<file path="src/rtl/cpu54_pkg.sv">
// Shared definitions for the cpu54 multi-cycle control unit: ALU op codes,
// MIPS opcode/funct fields, FSM states and the select encodings.
package cpu54_pkg;

  // ALU operation codes
  localparam logic [3:0] ALUC_ADDU = 4'b0000;
  localparam logic [3:0] ALUC_SUBU = 4'b0001;
  localparam logic [3:0] ALUC_ADD  = 4'b0010;
  localparam logic [3:0] ALUC_SUB  = 4'b0011;
  localparam logic [3:0] ALUC_AND  = 4'b0100;
  localparam logic [3:0] ALUC_OR   = 4'b0101;
  localparam logic [3:0] ALUC_XOR  = 4'b0110;
  localparam logic [3:0] ALUC_NOR  = 4'b0111;
  localparam logic [3:0] ALUC_LUI  = 4'b1000;
  localparam logic [3:0] ALUC_SLTU = 4'b1010;
  localparam logic [3:0] ALUC_SLT  = 4'b1011;
  localparam logic [3:0] ALUC_SRA  = 4'b1100;
  localparam logic [3:0] ALUC_SRL  = 4'b1101;
  localparam logic [3:0] ALUC_SLL  = 4'b1110;

  // Primary opcodes
  localparam logic [5:0] OP_RTYPE = 6'h00;
  localparam logic [5:0] OP_J     = 6'h02;
  localparam logic [5:0] OP_JAL   = 6'h03;
  localparam logic [5:0] OP_BEQ   = 6'h04;
  localparam logic [5:0] OP_BNE   = 6'h05;
  localparam logic [5:0] OP_ADDI  = 6'h08;
  localparam logic [5:0] OP_ADDIU = 6'h09;
  localparam logic [5:0] OP_SLTI  = 6'h0A;
  localparam logic [5:0] OP_SLTIU = 6'h0B;
  localparam logic [5:0] OP_ANDI  = 6'h0C;
  localparam logic [5:0] OP_ORI   = 6'h0D;
  localparam logic [5:0] OP_XORI  = 6'h0E;
  localparam logic [5:0] OP_LUI   = 6'h0F;
  localparam logic [5:0] OP_LW    = 6'h23;
  localparam logic [5:0] OP_SW    = 6'h2B;

  // R-type funct codes
  localparam logic [5:0] FN_SLL  = 6'h00;
  localparam logic [5:0] FN_SRL  = 6'h02;
  localparam logic [5:0] FN_SRA  = 6'h03;
  localparam logic [5:0] FN_SLLV = 6'h04;
  localparam logic [5:0] FN_SRLV = 6'h06;
  localparam logic [5:0] FN_SRAV = 6'h07;
  localparam logic [5:0] FN_JR   = 6'h08;
  localparam logic [5:0] FN_ADD  = 6'h20;
  localparam logic [5:0] FN_ADDU = 6'h21;
  localparam logic [5:0] FN_SUB  = 6'h22;
  localparam logic [5:0] FN_SUBU = 6'h23;
  localparam logic [5:0] FN_AND  = 6'h24;
  localparam logic [5:0] FN_OR   = 6'h25;
  localparam logic [5:0] FN_XOR  = 6'h26;
  localparam logic [5:0] FN_NOR  = 6'h27;
  localparam logic [5:0] FN_SLT  = 6'h2A;
  localparam logic [5:0] FN_SLTU = 6'h2B;

  localparam logic [4:0] LINK_REG = 5'd31;

  typedef enum logic [2:0] {
    ST_IDLE   = 3'd0,
    ST_DECODE = 3'd1,
    ST_EXEC   = 3'd2,
    ST_MEM    = 3'd3,
    ST_WB     = 3'd4
  } state_e;

  // Instruction classes drive the state walk and the writeback source
  typedef enum logic [3:0] {
    CLS_ALU     = 4'd0,
    CLS_SLT     = 4'd1,
    CLS_LOAD    = 4'd2,
    CLS_STORE   = 4'd3,
    CLS_BEQ     = 4'd4,
    CLS_BNE     = 4'd5,
    CLS_J       = 4'd6,
    CLS_JAL     = 4'd7,
    CLS_JR      = 4'd8,
    CLS_ILLEGAL = 4'd9
  } instr_class_e;

  typedef enum logic [1:0] {
    SRCB_RT   = 2'd0,
    SRCB_SIMM = 2'd1,
    SRCB_ZIMM = 2'd2
  } srcb_sel_e;

  typedef enum logic [1:0] {
    WB_ALU  = 2'd0,
    WB_SLT  = 2'd1,
    WB_MEM  = 2'd2,
    WB_LINK = 2'd3
  } wb_sel_e;

  typedef enum logic [1:0] {
    PC_SEQ    = 2'd0,
    PC_BRANCH = 2'd1,
    PC_JUMP   = 2'd2,
    PC_REG    = 2'd3
  } pc_sel_e;

  typedef struct packed {
    instr_class_e cls;
    logic [3:0]   aluc;
    logic         srcaSel;
    srcb_sel_e    srcbSel;
    logic [4:0]   waddr;
    logic         illegal;
  } decode_t;

  // Registered control outputs of the FSM
  typedef struct packed {
    logic       ready;
    logic [3:0] aluc;
    logic       srcaSel;
    srcb_sel_e  srcbSel;
    logic [4:0] raddr1;
    logic [4:0] raddr2;
    logic [4:0] waddr;
    logic       rfWe;
    wb_sel_e    wbSel;
    logic       dmemRe;
    logic       dmemWe;
    pc_sel_e    pcSel;
    logic       done;
    logic       illegal;
  } ctrl_out_t;

  // Output values while parked in IDLE (also the reset values)
  function automatic ctrl_out_t idleOutputs();
    ctrl_out_t o;
    o       = '0;
    o.ready = 1'b1;
    return o;
  endfunction

endpackage

</file>
<file path="src/rtl/cpu54_ctrl_decode.sv">
// Combinational instruction decoder: classifies the word and produces the
// ALU op, operand selects and register write address.
module cpu54_ctrl_decode
  import cpu54_pkg::*;
(
  input  logic [5:0] opcode_i,
  input  logic [4:0] rt_i,
  input  logic [4:0] rd_i,
  input  logic [5:0] funct_i,
  output decode_t    dec_o
);

  instr_class_e cls;
  logic [3:0]   aluc;
  logic         srcaSel;
  srcb_sel_e    srcbSel;
  logic [4:0]   waddr;

  // Opcode/funct lookup; anything not listed falls through as illegal
  always_comb begin
    cls     = CLS_ILLEGAL;
    aluc    = ALUC_ADDU;
    srcaSel = 1'b0;
    srcbSel = SRCB_RT;
    waddr   = rt_i;
    case (opcode_i)
      OP_RTYPE: begin
        waddr = rd_i;
        cls   = CLS_ALU;
        case (funct_i)
          FN_ADD:  aluc = ALUC_ADD;
          FN_ADDU: aluc = ALUC_ADDU;
          FN_SUB:  aluc = ALUC_SUB;
          FN_SUBU: aluc = ALUC_SUBU;
          FN_AND:  aluc = ALUC_AND;
          FN_OR:   aluc = ALUC_OR;
          FN_XOR:  aluc = ALUC_XOR;
          FN_NOR:  aluc = ALUC_NOR;
          FN_SLT:  begin aluc = ALUC_SLT;  cls = CLS_SLT; end
          FN_SLTU: begin aluc = ALUC_SLTU; cls = CLS_SLT; end
          FN_SLL:  begin aluc = ALUC_SLL;  srcaSel = 1'b1; end
          FN_SRL:  begin aluc = ALUC_SRL;  srcaSel = 1'b1; end
          FN_SRA:  begin aluc = ALUC_SRA;  srcaSel = 1'b1; end
          FN_SLLV: aluc = ALUC_SLL;
          FN_SRLV: aluc = ALUC_SRL;
          FN_SRAV: aluc = ALUC_SRA;
          FN_JR:   cls  = CLS_JR;
          default: cls  = CLS_ILLEGAL;
        endcase
      end
      OP_ADDI:  begin cls = CLS_ALU;   aluc = ALUC_ADD;  srcbSel = SRCB_SIMM; end
      OP_ADDIU: begin cls = CLS_ALU;   aluc = ALUC_ADDU; srcbSel = SRCB_SIMM; end
      OP_SLTI:  begin cls = CLS_SLT;   aluc = ALUC_SLT;  srcbSel = SRCB_SIMM; end
      OP_SLTIU: begin cls = CLS_SLT;   aluc = ALUC_SLTU; srcbSel = SRCB_SIMM; end
      OP_ANDI:  begin cls = CLS_ALU;   aluc = ALUC_AND;  srcbSel = SRCB_ZIMM; end
      OP_ORI:   begin cls = CLS_ALU;   aluc = ALUC_OR;   srcbSel = SRCB_ZIMM; end
      OP_XORI:  begin cls = CLS_ALU;   aluc = ALUC_XOR;  srcbSel = SRCB_ZIMM; end
      OP_LUI:   begin cls = CLS_ALU;   aluc = ALUC_LUI;  srcbSel = SRCB_ZIMM; end
      OP_LW:    begin cls = CLS_LOAD;  aluc = ALUC_ADDU; srcbSel = SRCB_SIMM; end
      OP_SW:    begin cls = CLS_STORE; aluc = ALUC_ADDU; srcbSel = SRCB_SIMM; end
      OP_BEQ:   begin cls = CLS_BEQ;   aluc = ALUC_SUBU; end
      OP_BNE:   begin cls = CLS_BNE;   aluc = ALUC_SUBU; end
      OP_J:     cls = CLS_J;
      OP_JAL:   begin cls = CLS_JAL;   waddr = LINK_REG; end
      default:  cls = CLS_ILLEGAL;
    endcase
  end

  assign dec_o = '{cls: cls, aluc: aluc, srcaSel: srcaSel, srcbSel: srcbSel,
                   waddr: waddr, illegal: (cls == CLS_ILLEGAL)};

endmodule

</file>
<file path="src/rtl/cpu54_ctrl_fsm.sv">
// Multi-cycle control FSM: accepts one instruction at a time and walks it
// through DECODE/EXEC/MEM/WB, producing registered Moore control outputs.
module cpu54_ctrl_fsm
  import cpu54_pkg::*;
(
  input  logic        clk_i,
  input  logic        rst_i,
  input  logic [31:0] instr_i,
  input  logic        instr_valid_i,
  output logic        instr_ready_o,
  input  logic        alu_zero_i,
  input  logic        alu_negative_i,
  output logic [3:0]  aluc_o,
  output logic        srca_sel_o,
  output logic [1:0]  srcb_sel_o,
  output logic [4:0]  rf_raddr1_o,
  output logic [4:0]  rf_raddr2_o,
  output logic [4:0]  rf_waddr_o,
  output logic        rf_we_o,
  output logic [1:0]  wb_sel_o,
  output logic        slt_bit_o,
  output logic        dmem_re_o,
  output logic        dmem_we_o,
  output logic        pc_load_o,
  output logic [1:0]  pc_sel_o,
  output logic        done_o,
  output logic        illegal_o
);

  state_e      state_q, state_d;
  logic [31:0] instr_q;
  ctrl_out_t   outs_q, outs_d;
  logic        slt_bit_q;

  logic [31:0] decWord;
  decode_t     dec;
  logic        branchInExec;
  logic        takeBranch;
  logic        unusedShamt;

  // Outputs are registered, so they are computed for the state being entered;
  // in IDLE that means decoding the incoming word rather than the latched one.
  assign decWord = (state_q == ST_IDLE) ? instr_i : instr_q;

  // The shift amount goes straight to the datapath, not through control
  assign unusedShamt = ^decWord[10:6];

  cpu54_ctrl_decode u_decode (
    .opcode_i (decWord[31:26]),
    .rt_i     (decWord[20:16]),
    .rd_i     (decWord[15:11]),
    .funct_i  (decWord[5:0]),
    .dec_o    (dec)
  );

  // Next state, then the control outputs that belong to that next state
  always_comb begin
    state_d = state_q;
    case (state_q)
      ST_IDLE:   if (instr_valid_i) state_d = ST_DECODE;
      ST_DECODE: state_d = dec.illegal ? ST_IDLE : ST_EXEC;
      ST_EXEC: begin
        case (dec.cls)
          CLS_BEQ, CLS_BNE, CLS_J, CLS_JAL, CLS_JR: state_d = ST_IDLE;
          CLS_LOAD, CLS_STORE:                      state_d = ST_MEM;
          default:                                  state_d = ST_WB;
        endcase
      end
      ST_MEM:    state_d = (dec.cls == CLS_LOAD) ? ST_WB : ST_IDLE;
      ST_WB:     state_d = ST_IDLE;
      default:   state_d = ST_IDLE;
    endcase
    if (rst_i) state_d = ST_IDLE;

    outs_d = idleOutputs();
    if (state_d != ST_IDLE) begin
      outs_d.ready   = 1'b0;
      outs_d.aluc    = dec.aluc;
      outs_d.srcaSel = dec.srcaSel;
      outs_d.srcbSel = dec.srcbSel;
      outs_d.raddr1  = decWord[25:21];
      outs_d.raddr2  = decWord[20:16];
      outs_d.waddr   = dec.waddr;
    end
    case (state_d)
      ST_DECODE: begin
        if (dec.illegal) begin
          outs_d.done    = 1'b1;
          outs_d.illegal = 1'b1;
        end
      end
      ST_EXEC: begin
        case (dec.cls)
          CLS_J:  begin outs_d.pcSel = PC_JUMP; outs_d.done = 1'b1; end
          CLS_JR: begin outs_d.pcSel = PC_REG;  outs_d.done = 1'b1; end
          CLS_JAL: begin
            outs_d.rfWe  = (dec.waddr != 5'd0);
            outs_d.wbSel = WB_LINK;
            outs_d.pcSel = PC_JUMP;
            outs_d.done  = 1'b1;
          end
          CLS_BEQ, CLS_BNE: outs_d.done = 1'b1;
          default: ;
        endcase
      end
      ST_MEM: begin
        if (dec.cls == CLS_STORE) begin
          outs_d.dmemWe = 1'b1;
          outs_d.done   = 1'b1;
        end else begin
          outs_d.dmemRe = 1'b1;
        end
      end
      ST_WB: begin
        outs_d.rfWe = (dec.waddr != 5'd0);
        outs_d.done = 1'b1;
        case (dec.cls)
          CLS_SLT:  outs_d.wbSel = WB_SLT;
          CLS_LOAD: outs_d.wbSel = WB_MEM;
          default:  outs_d.wbSel = WB_ALU;
        endcase
      end
      default: ;
    endcase
  end

  // State, latched instruction, registered outputs and the SLT flag capture
  always_ff @(posedge clk_i) begin
    if (rst_i) begin
      state_q   <= ST_IDLE;
      instr_q   <= '0;
      outs_q    <= idleOutputs();
      slt_bit_q <= 1'b0;
    end else begin
      state_q <= state_d;
      outs_q  <= outs_d;
      if (state_q == ST_IDLE && instr_valid_i) instr_q <= instr_i;
      if (state_q == ST_EXEC && dec.cls == CLS_SLT) slt_bit_q <= alu_negative_i;
    end
  end

  // Branch outcome has to follow the live zero flag during EXEC
  assign branchInExec = (state_q == ST_EXEC) &&
                        (dec.cls == CLS_BEQ || dec.cls == CLS_BNE);
  assign takeBranch   = (dec.cls == CLS_BEQ) ? alu_zero_i : !alu_zero_i;

  assign instr_ready_o = outs_q.ready;
  assign aluc_o        = outs_q.aluc;
  assign srca_sel_o    = outs_q.srcaSel;
  assign srcb_sel_o    = outs_q.srcbSel;
  assign rf_raddr1_o   = outs_q.raddr1;
  assign rf_raddr2_o   = outs_q.raddr2;
  assign rf_waddr_o    = outs_q.waddr;
  assign wb_sel_o      = outs_q.wbSel;
  assign slt_bit_o     = slt_bit_q;
  assign pc_sel_o      = branchInExec ? (takeBranch ? PC_BRANCH : PC_SEQ) : outs_q.pcSel;

  // A reset arriving mid-instruction must not let a strobe through
  assign rf_we_o   = outs_q.rfWe    & ~rst_i;
  assign dmem_re_o = outs_q.dmemRe  & ~rst_i;
  assign dmem_we_o = outs_q.dmemWe  & ~rst_i;
  assign done_o    = outs_q.done    & ~rst_i;
  assign illegal_o = outs_q.illegal & ~rst_i;
  assign pc_load_o = done_o;

endmodule

</file>
<file path="config.mk">
export PLATFORM = sky130hd
export DESIGN_NAME = cpu54_ctrl_fsm
export DESIGN_NICKNAME = d
export VERILOG_FILES = /design/src/rtl/cpu54_pkg.sv /design/src/rtl/cpu54_ctrl_decode.sv /design/src/rtl/cpu54_ctrl_fsm.sv
export SDC_FILE = /design/constraint.sdc
export NUM_CORES = 1
export LEC_CHECK = 0
export BUFFER_PORTS_ARGS = -buffer_cell sky130_fd_sc_hd__buf_2
export CORE_ASPECT_RATIO = 0.6
export CORE_UTILIZATION = 54
export CTS_BUF_LIST = sky130_fd_sc_hd__clkbuf_8 sky130_fd_sc_hd__clkbuf_16
export DETAILED_ROUTE_END_ITERATION = 12
export PLACE_DENSITY = 0.88
export SYNTH_ARGS = -nofsm -noshare
export SYNTH_HDL_FRONTEND = slang
export SYNTH_HIERARCHICAL = 1
export SYNTH_SLANG_ARGS = --single-unit
</file>
<file path="constraint.sdc">
create_clock -name clk_i -period 4.8 [get_ports clk_i]
set_input_delay 0.48 -clock clk_i [delete_from_list [all_inputs] [get_ports clk_i]]
set_output_delay 0.48 -clock clk_i [all_outputs]
set_load 0.1 [all_outputs]
</file>
Yosys cells after proc, flatten, opt, wreduce, memory -nomap -nowiden
Index checks and enable logic that the tools add are counted.
{ "totals": {"reg_bits": 68, "in_bits": 37, "elab_cells": 131} }
{ "op_classes": {"n_eq_ne": 46, "muxes": 28, "bitwise": 11, "reduce_logical": 29} }
{ "op_table": {"columns": ["operator", "n"], "rows": [
  ["$eq 6x6->1 const B", 12],
  ["$pmux 4 s9", 2],
  ["$eq 6x4->1 const B", 9],
  ["$pmux 4 s12", 1],
  ["$mux 32", 1],
  ["$eq 6x3->1 const B", 5],
  ["$eq 6x2->1 const B", 4],
  ["$reduce_or 2->1", 12],
  ["$mux 23", 1],
  ["$eq 4x3->1 const B", 4],
  ["$reduce_or 14->1", 1],
  ["$eq 3x2->1 const B", 4],
  ["$logic_not 6->1", 2],
  ["$mux 3", 4],
  ["$pmux 2 s2", 3],
  ["$pmux 3 s2", 2],
  ["$pmux 3 s4", 1],
  ["$pmux 4 s3", 1],
  ["$reduce_or 6->1", 2],
  ["$pmux 5 s2", 1],
  ["$eq 4x2->1 const B", 2],
  ["$eq 4x4->1 const B", 2],
  ["$mux 1", 7],
  ["$eq 3x1->1 const B", 2],
  ["other kinds (15)", 29]
]} }

Logic depth before layout (Yosys ltp)
{ "depth": {"depth_word": 14, "depth_mapped": 14, "mapped_depth_nobuf": 10} }

Cells and area by module
Netlist, hierarchy kept.
{ "by_module_without_submodules": {"columns": ["module", "instances", "cells_per_inst", "area_per_inst_um2", "seq_area_each_um2"], "rows": [
  ["cpu54_ctrl_fsm", 1, 302, 2728.9, 1261.2],
  ["cpu54_ctrl_decode", 1, 93, 544.3, 0.0]
]} }

Worst setup path before layout
OpenSTA, ideal clock, no wires.
{ "synth_path": {"path_kind": "register to output", "start": "register state_q[0]", "end": "output port pc_sel_o[0]", "t_arrival_ns": 4.988, "required_ns": 4.320, "slack_ns": -0.668, "path_stages_with_launch": 13, "cell_sequence": "dfxtp_1 nor3_2 buf_2 mux2_2 buf_2 or3b_2 a31oi_1 a211o_1 nand2_1 buf_2 nor2_1 nand3_1 o21ai_0"} }
{ "synth_lines": {"columns": ["item", "line", "rtl"], "rows": [
  ["start: declaration", "cpu54_ctrl_fsm.sv:30", "state_e state_q, state_d;"],
  ["start signal: assignment", "cpu54_ctrl_fsm.sv:135", "state_q <= state_d;"],
  ["end: declaration", "cpu54_ctrl_fsm.sv:25", "output logic [1:0] pc_sel_o,"]
]} }

==> flow_summary.ini <==
[cells_and_area]
stdcell_count = 515
fillers = 503
multi_input_area_um2 = 1690
finalNetCount = 467
final-seq-area_um2 = 1260
antenna_cells = 0
syn_to_final_growth_pct = 11.2
drive_gt1_share_pct = 30.3

[critical_path]
crit_chain = nor3_4, buf_4, mux2_2, nor2_1, o21ai_0, nor2_2, nand3_1, o21ai_1, buf_2
start_kind = flip-flop
worstPathRequired_ns = 4.32
critical_path_class = reg -> out
path_max_fanout = 13
cp-end-kind = primary output
crit_path_max_incr_delay_ns = 0.58
cp_data_arrival_time_ns = 4.08
crit_slowest_cell = nor3_4
rr_startpoint = state_q[0]
worstSetupStartpoint = state_q[0]

[detailed_routing]
drt_pass1_iterations = 7
wl_um = 7190
vias_per_cell = 5.53
wire_per_inst_um = 14.0
drcViolationCount = 0
drt_iter0_drc = 152
num_vias = 2847
ant_nets = 0

[yosys]
synth_adder_area_share_pct = 0
synth_xor_area_share_pct = 0.535
ys.flop_type = dfxtp_1
syn_area_per_cell_um2 = 8.29
synth_edf_count = 0
synthMuxAreaShare_pct = 9.40
synth_compound_area_share_pct = 13.6
synth_top_area_share_pct = 38.5
synth_top_cells_by_count = nand2_1 (68), dfxtp_1 (63), a21oi_1 (39), buf_4 (26), mux2_2 (22)
synth_top_family_by_area = simple AND/OR/NAND/NOR gates
synthArstFlopShare_pct = 0
syn-instance-count = 395
synth_warnings = 6
synth_area_leaders = dfxtp_1 (39%), nand2_1 (7.8%), mux2_2 (7.6%)
netlist-cell-type-count = 57
yosysMostFrequentCell = nand2_1
synth_seq_cells = 63
synth_top_area_cell = dfxtp_1
yosysSeqAreaShare_pct = 38.5
yosys.area_share.simple_pct = 27.4
syn_area_um2 = 3270
synth_nets = 432

[power_and_ir_drop]
power.total_mw = 1.33
power.density_nw_per_um2 = 365
max-vdd-ir-drop_mv = 0.250
leakage_nw = 1.63

[sta]
fin_setup_tns_ns = 0
max_slew_margin_pct = 32.8
slew_violations = 0
skew_ns = 0.00527
fmax_mhz = 219
fin_crit_sh_pct = 95.0
fin_crit_ns = 4.56
rsz0062_at_grt = false
setup_viol = 0
hold_violations = 0
tightest_slew_ns = 1.00

[clock_network]
cts-htree-levels = 3
cts_tree = built
cts_buffers = 9
clkLatencyLatePin_ns = 0.35
cts_sinks = 63
postCtsHoldBufs = 0
clkTransAtPathRegs_ns = 0.07
cts.path.max_buffers = 2
cts_root_buffer = clkbuf_8

[status]
status = completed

[die]
fp.dieW_um = 103
core.rowCount = 21
fp.coreArea_um2 = 5700
start_util_pct = 57.4
die_h_um = 62.3
die-area_um2 = 6390
ioPinCount = 71

[min_path]
worstHoldPathType = in -> reg
min_from = instr_i[0]

[grt]
grt_max_degree = 36
overflow = 0
first_global_vias = 2488
antenna_found_initial = 0
grt_usage_pct = 23.8
grt_pass1_wl_um = 11600

[run]
maxCapViolCount = 0

[place]
io_buffer_count = 65
dp.cells = 499
dpl.hpwl_um = 5130
gp_congestion = 0.923
[layer usage]
layer  track usage [%]  share of wire [%]  up-vias
li1                  -                  -     1414
met1              32.8                 47     1307
met5                 0                  0        -
met4              6.79                1.0        0
met2              34.3                 43      118
met3              9.35                9.3        8
[worst paths after layout]
check / endpoint / slack, ns / depth (start not counted)
setup / recovery: pc_sel_o[0] / 0.24 / 9
hold / removal: instr_q[0] / 0.37 / 3
setup reg to reg: rf_waddr_o[0] / 0.57 / 11
hold reg to reg: instr_q[3] / 0.46 / 2
[through the flow]
stage / cell area (µm²) / setup WS [ns] / hold slack (ns) / utilization (%)
2_1_floorplan: 3270 / 0.0900 / 0.434 / -
3_3_place_gp: 3460 / 0.644 / 0.439 / 60.7
3_5_place_dp: 3460 / 0.502 / 0.446 / 60.7
4_1_cts: 3640 / 0.0862 / 0.358 / 63.8
5_1_grt: 3640 / 0.00322 / 0.369 / 63.8
6_report: 3640 / 0.238 / 0.368 / 63.8
[placed cells by master (no fill, tap or decap), types with 6 or more instances in the layout]
master / n
a21oi_1: 39
a31oi_1: 6
and3_1: 11
buf_2: 65
buf_4: 8
clkbuf_8: 9
dfxtp_1: 63
inv_1: 8
mux2_2: 22
mux2i_1: 6
nand2_1: 68
nand3_1: 15
nor2_1: 19
nor2b_1: 14
nor3_1: 6
o21ai_0: 11
[state kept, by name, summed over array words and instances, names as in the netlist]
name	cells
instr_q	27
outs_q	7
rf_raddr1_o	5
rf_raddr2_o	5
rf_waddr_o	5
aluc_o	4
state_q	3
srcb_sel_o	2
wb_sel_o	2
instr_ready_o	1
slt_bit_o	1
srca_sel_o	1
[area by class of cell]
| type | instances | area share [%] |
|---|---|---|
| Multi-Input combinational cell | 275 | 46.4 |
| Sequential cell | 63 | 34.7 |
| Timing Repair Buffer | 73 | 10.6 |
| Clock buffer | 9 | 3.40 |
| Tap cell | 80 | 2.75 |
| Clock inverter | 7 | 1.38 |
| Inverter | 8 | 0.825 |
[worst max-delay path: cells and delay by family (launching register included)]
family                 cells  cell delay [ns]
buffers and inverters      2             0.71
muxes                      1             0.40
DFF                        1             0.39
and+or+nand+nor            4             1.75
AOI/OAI and AO/OA          2             0.48
[kinds of logic after synthesis]
logic type	count (synthesis)
AOI/OAI and AO/OA	75
xor gates and xnor gates	2
buffers and inverters	57
and+or+nand+nor	170
DFF	63
muxes	28
[timing repair]
item,CTS,global route
setup endpoints to repair,0,2
setup buffers,0,0
gates resized for setup,0,1
[report_power, final]
part           total (mW)  leakage [nW]  switching [mW]  internal, mW
clock               0.405        0.0812           0.219         0.186
combinational       0.360          1.03           0.247         0.114
sequential          0.564         0.515          0.0120         0.552
Power figures use the tool's default switching activity.
